`config.mk`:
```
export PLATFORM = sky130hd
export DESIGN_NAME = reg_cmd_parser
export DESIGN_NICKNAME = d
export VERILOG_FILES = /design/src/rtl/reg_cmd_parser.sv
export SDC_FILE = /design/constraint.sdc
export NUM_CORES = 1
export LEC_CHECK = 0
export CAP_MARGIN = 10
export CELL_PAD_IN_SITES_DETAIL_PLACEMENT = 1
export CELL_PAD_IN_SITES_GLOBAL_PLACEMENT = 1
export CORE_ASPECT_RATIO = 2
export CORE_UTILIZATION = 41
export CTS_BUF_LIST = sky130_fd_sc_hd__clkbuf_16
export DETAILED_ROUTE_END_ITERATION = 12
export DONT_BUFFER_PORTS = 1
export GPL_ROUTABILITY_DRIVEN = 1
export PLACE_DENSITY_LB_ADDON = 0.1
export RECOVER_POWER = 50
export REMOVE_ABC_BUFFERS = 1
export SETUP_SLACK_MARGIN = 0.1
export SLEW_MARGIN = 20
export SYNTH_ARGS = -nofsm -noshare
export SYNTH_HDL_FRONTEND = slang
export SYNTH_SLANG_ARGS = --single-unit
```
`constraint.sdc`:
```
create_clock -name clk -period 2.3 [get_ports clk]
set_input_delay 0.46 -clock clk [delete_from_list [all_inputs] [get_ports clk]]
set_output_delay 0.46 -clock clk [all_outputs]
set_load 0.1 [all_outputs]
```
`src/rtl/reg_cmd_parser.sv`:
```
// Purpose: decode {rw,addr} command frames from a UART byte stream into register bank accesses.
// Latency: write DATA byte -> reg_wr next cycle -> ACK on tx two cycles after DATA; read CMD -> tx two cycles later.
// Backpressure: response held in RESP until tx_ready; rx bytes arriving while busy past GET_DATA are dropped.
module reg_cmd_parser #(
    parameter int          TIMEOUT_CYCLES = 1000,
    parameter logic [7:0]  ACK_BYTE       = 8'hA5
) (
    input  logic        clk,
    input  logic        rst,
    input  logic [7:0]  rx_data,
    input  logic        rx_valid,
    output logic [6:0]  reg_addr,
    output logic [7:0]  reg_wdata,
    output logic        reg_wr,
    output logic        reg_wstrobe,
    input  logic [7:0]  reg_rdata,
    input  logic        reg_rvalid,
    output logic [7:0]  tx_data,
    output logic        tx_valid,
    input  logic        tx_ready,
    output logic        busy,
    output logic        err_timeout,
    output logic        err_overrun
);

    localparam int CW = $clog2(TIMEOUT_CYCLES + 1);
    // The last GET_DATA cycle in which a DATA byte is still accepted.
    localparam logic [CW-1:0] CNT_LAST = CW'(TIMEOUT_CYCLES - 1);
    localparam logic [CW-1:0] CNT_MAX  = CW'(TIMEOUT_CYCLES);

    typedef enum logic [2:0] {
        IDLE     = 3'd0,
        GET_DATA = 3'd1,
        WRITE    = 3'd2,
        READ     = 3'd3,
        RESP     = 3'd4
    } state_t;

    state_t          state_q, state_d;
    logic [CW-1:0]   cnt_q, cnt_d;
    logic [6:0]      reg_addr_q, reg_addr_d;
    logic [7:0]      reg_wdata_q, reg_wdata_d;
    logic            reg_wr_q, reg_wr_d;
    logic            reg_wstrobe_q, reg_wstrobe_d;
    logic [7:0]      tx_data_q, tx_data_d;
    logic            tx_valid_q, tx_valid_d;
    logic            err_timeout_q, err_timeout_d;
    logic            err_overrun_q, err_overrun_d;

    // State and registered outputs; reset aborts any frame in flight.
    always_ff @(posedge clk or posedge rst) begin
        if (rst) begin
            state_q       <= IDLE;
            cnt_q         <= '0;
            reg_addr_q    <= '0;
            reg_wdata_q   <= '0;
            reg_wr_q      <= 1'b0;
            reg_wstrobe_q <= 1'b0;
            tx_data_q     <= '0;
            tx_valid_q    <= 1'b0;
            err_timeout_q <= 1'b0;
            err_overrun_q <= 1'b0;
        end else begin
            state_q       <= state_d;
            cnt_q         <= cnt_d;
            reg_addr_q    <= reg_addr_d;
            reg_wdata_q   <= reg_wdata_d;
            reg_wr_q      <= reg_wr_d;
            reg_wstrobe_q <= reg_wstrobe_d;
            tx_data_q     <= tx_data_d;
            tx_valid_q    <= tx_valid_d;
            err_timeout_q <= err_timeout_d;
            err_overrun_q <= err_overrun_d;
        end
    end

    // Frame sequencing: next state and next values of every registered output.
    always_comb begin
        state_d       = state_q;
        cnt_d         = cnt_q;
        reg_addr_d    = reg_addr_q;
        reg_wdata_d   = reg_wdata_q;
        reg_wr_d      = 1'b0;
        reg_wstrobe_d = 1'b0;
        tx_data_d     = tx_data_q;
        tx_valid_d    = tx_valid_q;
        err_timeout_d = 1'b0;
        err_overrun_d = 1'b0;

        case (state_q)
            IDLE: begin
                if (rx_valid) begin
                    reg_addr_d = rx_data[6:0];
                    if (rx_data[7]) begin
                        state_d = GET_DATA;
                        cnt_d   = '0;
                    end else begin
                        state_d = READ;
                    end
                end
            end
            GET_DATA: begin
                if (cnt_q != CNT_MAX) begin
                    cnt_d = cnt_q + CW'(1);
                end
                // A byte landing in the expiry cycle still completes the frame.
                if (rx_valid) begin
                    reg_wdata_d   = rx_data;
                    reg_wr_d      = 1'b1;
                    reg_wstrobe_d = 1'b1;
                    state_d       = WRITE;
                end else if (cnt_q >= CNT_LAST) begin
                    err_timeout_d = 1'b1;
                    state_d       = IDLE;
                end
            end
            WRITE: begin
                tx_data_d  = ACK_BYTE;
                tx_valid_d = 1'b1;
                state_d    = RESP;
            end
            READ: begin
                if (reg_rvalid) begin
                    tx_data_d  = reg_rdata;
                    tx_valid_d = 1'b1;
                    state_d    = RESP;
                end
            end
            RESP: begin
                if (tx_ready) begin
                    tx_valid_d = 1'b0;
                    state_d    = IDLE;
                end
            end
            default: begin
                state_d = IDLE;
            end
        endcase

        // Bytes that arrive while an access or response is pending are lost.
        if (rx_valid && (state_q == WRITE || state_q == READ || state_q == RESP)) begin
            err_overrun_d = 1'b1;
        end
    end

    assign reg_addr    = reg_addr_q;
    assign reg_wdata   = reg_wdata_q;
    assign reg_wr      = reg_wr_q;
    assign reg_wstrobe = reg_wstrobe_q;
    assign tx_data     = tx_data_q;
    assign tx_valid    = tx_valid_q;
    assign busy        = (state_q != IDLE);
    assign err_timeout = err_timeout_q;
    assign err_overrun = err_overrun_q;

endmodule

```
Yosys cells after proc, flatten, opt, wreduce, memory -nomap -nowiden
Index checks and enable logic that the tools add are counted.
{ "totals": {"in_bits": 21, "output_inout_bits": 29, "ff_bits": 40, "wordCells": 58} }
{ "classes": {"reduce_logical": 14, "magnitude_cmp": 1, "n_eq_ne": 11, "addsub": 1, "muxes": 22} }
{ "ops": {"columns": ["op", "n"], "rows": [
  ["two-way mux 10 bit", 3],
  ["case mux 10 bit (2 select lines)", 1],
  ["case mux 8 bit (2 select lines)", 1],
  ["two-way mux 3 bit", 5],
  ["case mux 3 bit (5 select lines)", 1],
  ["adder 10 x 1 -> 10 bit (second input constant)", 1],
  [">= comparator 10 bit (second input constant)", 1],
  ["inequality test 10 bit (second input constant)", 1],
  ["inequality test 2 bit (second input constant)", 5],
  ["two-way mux 1 bit", 8],
  ["two-way mux 8 bit", 1],
  ["AND reduction 4 bit", 2],
  ["equality test 3 x 2 -> 1 bit (second input constant)", 2],
  ["AND reduction 2 bit", 3],
  ["nonzero test 3 bit", 2],
  ["nonzero test 2 bit", 2],
  ["equality test 3 x 1 -> 1 bit (second input constant)", 1],
  ["equality test 3 bit (second input constant)", 1],
  ["zero test 3 bit", 1],
  ["inequality test 3 bit (second input constant)", 1],
  ["case mux 1 bit (3 select lines)", 1],
  ["AND reduction 3 bit", 1],
  ["logical OR 1 bit", 2],
  ["two-way mux 2 bit", 1],
  ["logical AND 1 bit", 1]
]} }

Longest topological paths before layout
{ "depth": {"depth_word": 5, "mapped_depth": 7, "mapped_depth_nobuf": 6} }

Worst setup path after synthesis
OpenSTA, ideal clock, no wires.
{ "synth_path": {"path_type": "reg2out", "from": "register state_q[2]", "to": "output busy", "required_time_ns": 1.840, "arrival_time_ns": 1.404, "n_path_buf": 1, "path_stages_with_launch": 3, "setup_slack_ns": 0.436, "path_cell_list": "dfrtp_1 > clkbuf_1 > or3_1"} }
{ "synth_between": {"elab_chain_len": 1} }
{ "synth_rtl": {"columns": ["element", "line_no", "rtl"], "rows": [
  ["start, declared", "39", "state_t state_q, state_d;"],
  ["start signal, assigned", "64", "state_q <= state_d;"],
  ["nonzero test 3 bit", "152", "assign busy = (state_q != IDLE);"],
  ["end, declared", "21", "output logic busy,"]
]} }
No other way between the ends.

Worst setup path after layout
{ "layout_path": {"from": "register tx_data_q[3], in the netlist tx_data[3]", "to": "output tx_data[3]"} }
{ "layout_lines": {"columns": ["element", "line_no", "rtl"], "rows": [
  ["start, declared", "45", "logic [7:0] tx_data_q, tx_data_d;"],
  ["start signal, assigned", "70", "tx_data_q <= tx_data_d;"],
  ["end, declared", "18", "output logic [7:0] tx_data,"]
]} }
No word-level cell between the ends.

==> impl_results.md <==
* Post_cts resized at 0
* Htree depth at 2
* First-pass GRT wire length at between 6000 and 7000 microns
* Clock Tree Root: clkbuf_16
* CP startpoint kind: flip-flop
* Crit-path slowest cell: clkbuf_1
* Clock transition at the registers of the reported paths at 0.06 ns
* Max Freq at about 0.5 GHz
* Cells after Synth at 166
* CP arrival at approximately 1.5 ns
* Final hold vios at 0
* Post-synthesis cell type count at 31
* Antenna Cells at 0
* Fin Setup TNS at 0 ns
* Max Cap Viol at 0
* I/O Buffers at 0
* IO Pins at 50
* Cts hold-fix bufs at 0
* Post-layout min period at 1.95 ns
* Clock skew at 0.00326 ns
* Largest net degree at the start of global routing at 41
* Final WL at 3940 microns
* Family with the most delay on the worst path: buffers and inverters
* Worst path max stage delay at 0.89 ns
* Critical path type: flip-flop to output pin
* Critical path peak fanout at 2
* Initial DRT Pass Iterations at 2
* Row cnt at 34
* Syn_area_per_cell at roughly 11 sq um
* Clk sinks at 40
* Die ar. at around 4700 sq um
* YS warnings at 0
* Final ANT Viol Nets at 0
* Crit end category: output pin
* Initial DRC Count at 12
* CTS Buf Count at 5
* Starting Density at a little over two fifths
* # nets final at between 200 and 250
* DR vias/cell at between 5 and 6
* Seq cells post-synth at 40
* Mapped cell area at roughly 1800 sq um
* GRT Total Usage at a little under a fifth
* Final RePlAce weighted congestion at 0.754
* RSZ-0062 raised after global routing: false
* Slew margin rel. at roughly a fifth
* Min-Delay Path Class: input pin to flip-flop
* Worst Path Buf+Inv at 1
* Area Overhead vs Synth at 13.4%
* Worst-Margin Slew at roughly 1.2 ns
* Drt drc at 0
* Clk_lat worst skew at between 0.2 and 0.3 ns
* Share of post-route cells with drive strength above 1 at about a fifth
* Seq. cell area at around 1000 sq um
* CTS Buffer Depth at 2
* Pins over their slew limit at 0
* Die X at just under 50 microns
* Grt ovf at 0
* Area of the multi-input gates at around 710 sq um
* Initial antenna violation count at 0
* Sequential-to-total area share from yosys stat at between 50% and 60%
* Wirelength per Cell at 16.7 microns
* Vias in the first global route at roughly 1400
* Final Setup Violations at 0
* Height of the die at between 90 and 100 microns
* Tcrit/Tclk final at a little over four fifths
* Via count at 1249
* Core region area at 4300 sq um
* Status: finished clean
* CTS tree: done
* Filler cell count at 470
* Worst path required time at between 1.5 and 2 ns
* Dpl hpwl at approximately 3000 microns
* CP Cell Sequence: clkbuf_1
* Post-CTS setup buffer count at 0
## stage by stage
| step | instance area, sq um | util, % | cells | setup slack (ns) | hold WS [ns] |
|---|---|---|---|---|---|
| floorplan | 1760 | - | 156 | 0.280 | 0.510 |
| global placement | 1960 | 45.7 | 228 | 0.610 | 0.498 |
| detailed placement | 1960 | 45.7 | 228 | 0.527 | 0.515 |
| CTS | 2110 | 49.1 | 236 | 0.369 | 0.214 |
| global route | 2070 | 48.2 | 236 | 0.307 | 0.272 |
| finish | 2070 | 48.2 | 236 | 0.352 | 0.275 |
## worst paths after layout
check	from	endpoint	slack, ns	cells after the start
setup / recovery	tx_data[3]$_DFFE_PP0P_	tx_data[3]	0.35	1
setup reg to reg	state_q[2]$_DFFE_PP0P_	cnt_q[9]$_DFFE_PP0P_	0.51	4
hold reg to reg	cnt_q[9]$_DFFE_PP0P_	cnt_q[9]$_DFFE_PP0P_	0.56	2
min in group asynchronous	rst	reg_wdata[3]$_DFFE_PP0P_	0.39	2
hold / removal	rx_valid	err_timeout$_DFF_PP0_	0.27	1
max in group asynchronous	rst	reg_wstrobe$_DFF_PP0_	1.23	2
## final cells by class
cell class,count,area share (%)
flip-flops and latches,40,48.4
multi-input cells,104,34.5
clock buffers,5,6.04
repair buffers,18,4.71
well taps,54,3.26
inverters,12,2.18
clock inverters,3,0.906
## cell usage after synthesis (all sizes together)
library cell,instances,share of area [%]
buf,5,2.5
nor4b,2,1.8
o21a,1,0.41
nor2,16,3.3
or3,4,1.4
nand4bb,2,1.2
nand3b,1,0.41
nor3,5,1.4
and2,1,0.34
a211oi,1,0.41
nand2,8,1.6
nand2b,2,0.69
o31a,1,0.48
a31oi,4,1.4
nor3b,3,1.2
nor2b,6,2.1
or3b,1,0.48
o21ai,8,2.2
mux2,17,10
ha,2,1.4
xnor2,5,2.4
inv,12,2.5
clkbuf,5,1.0
nor4,3,1.0
nand4,1,0.34
a21oi,6,1.6
nand3,4,1.1
dfrtp,40,55
## layout by cell type, fill, tap and decap left out, types with 2 or more instances in the layout
cell type	count
nor3_1	5
clkinvlp_4	2
clkbuf_2	3
nor2b_1	6
xnor2_1	5
nor3b_1	3
a21oi_1	6
nand2_1	8
mux2_2	17
clkbuf_1	8
ha_1	2
dfrtp_1	39
nand4bb_1	2
a31oi_1	4
nand3_1	4
inv_1	12
nor2_1	16
or3_1	4
nor4_1	3
clkbuf_16	5
buf_4	7
o21ai_0	8
nand2b_1	2
## metal layers
layer	vias to the layer above	track usage [%]	share of wire, %
met5	-	0	0
met4	0	9.80	2.2
met3	8	3.63	4.2
met2	30	34.8	57
met1	625	18.7	36
li1	586	-	-
## kinds of logic (layout without fill, tap and decap cells)
logic type / after synthesis / after routing / synth area share, %
flops: 40 / 40 / 54.8
compound gates: 21 / 21 / 6.51
mux: 17 / 17 / 10.5
buf+inv: 22 / 38 / 6.03
fa+ha+maj: 2 / 2 / 1.37
simple gates: 59 / 59 / 18.4
xor+xnor: 5 / 5 / 2.40
## registers in the layout, summed over array words and instances (netlist names)
| signal | count |
|---|---|
| reg_wstrobe | 1 |
| reg_addr | 7 |
| err_overrun | 1 |
| err_timeout | 1 |
| tx_data | 8 |
| reg_wdata | 8 |
| state_q | 3 |
| tx_valid | 1 |
| cnt_q | 10 |
Power is left out: the tool's default activity adds up to more than one toggle a clock period on the data nets, which glitch-free logic cannot reach.
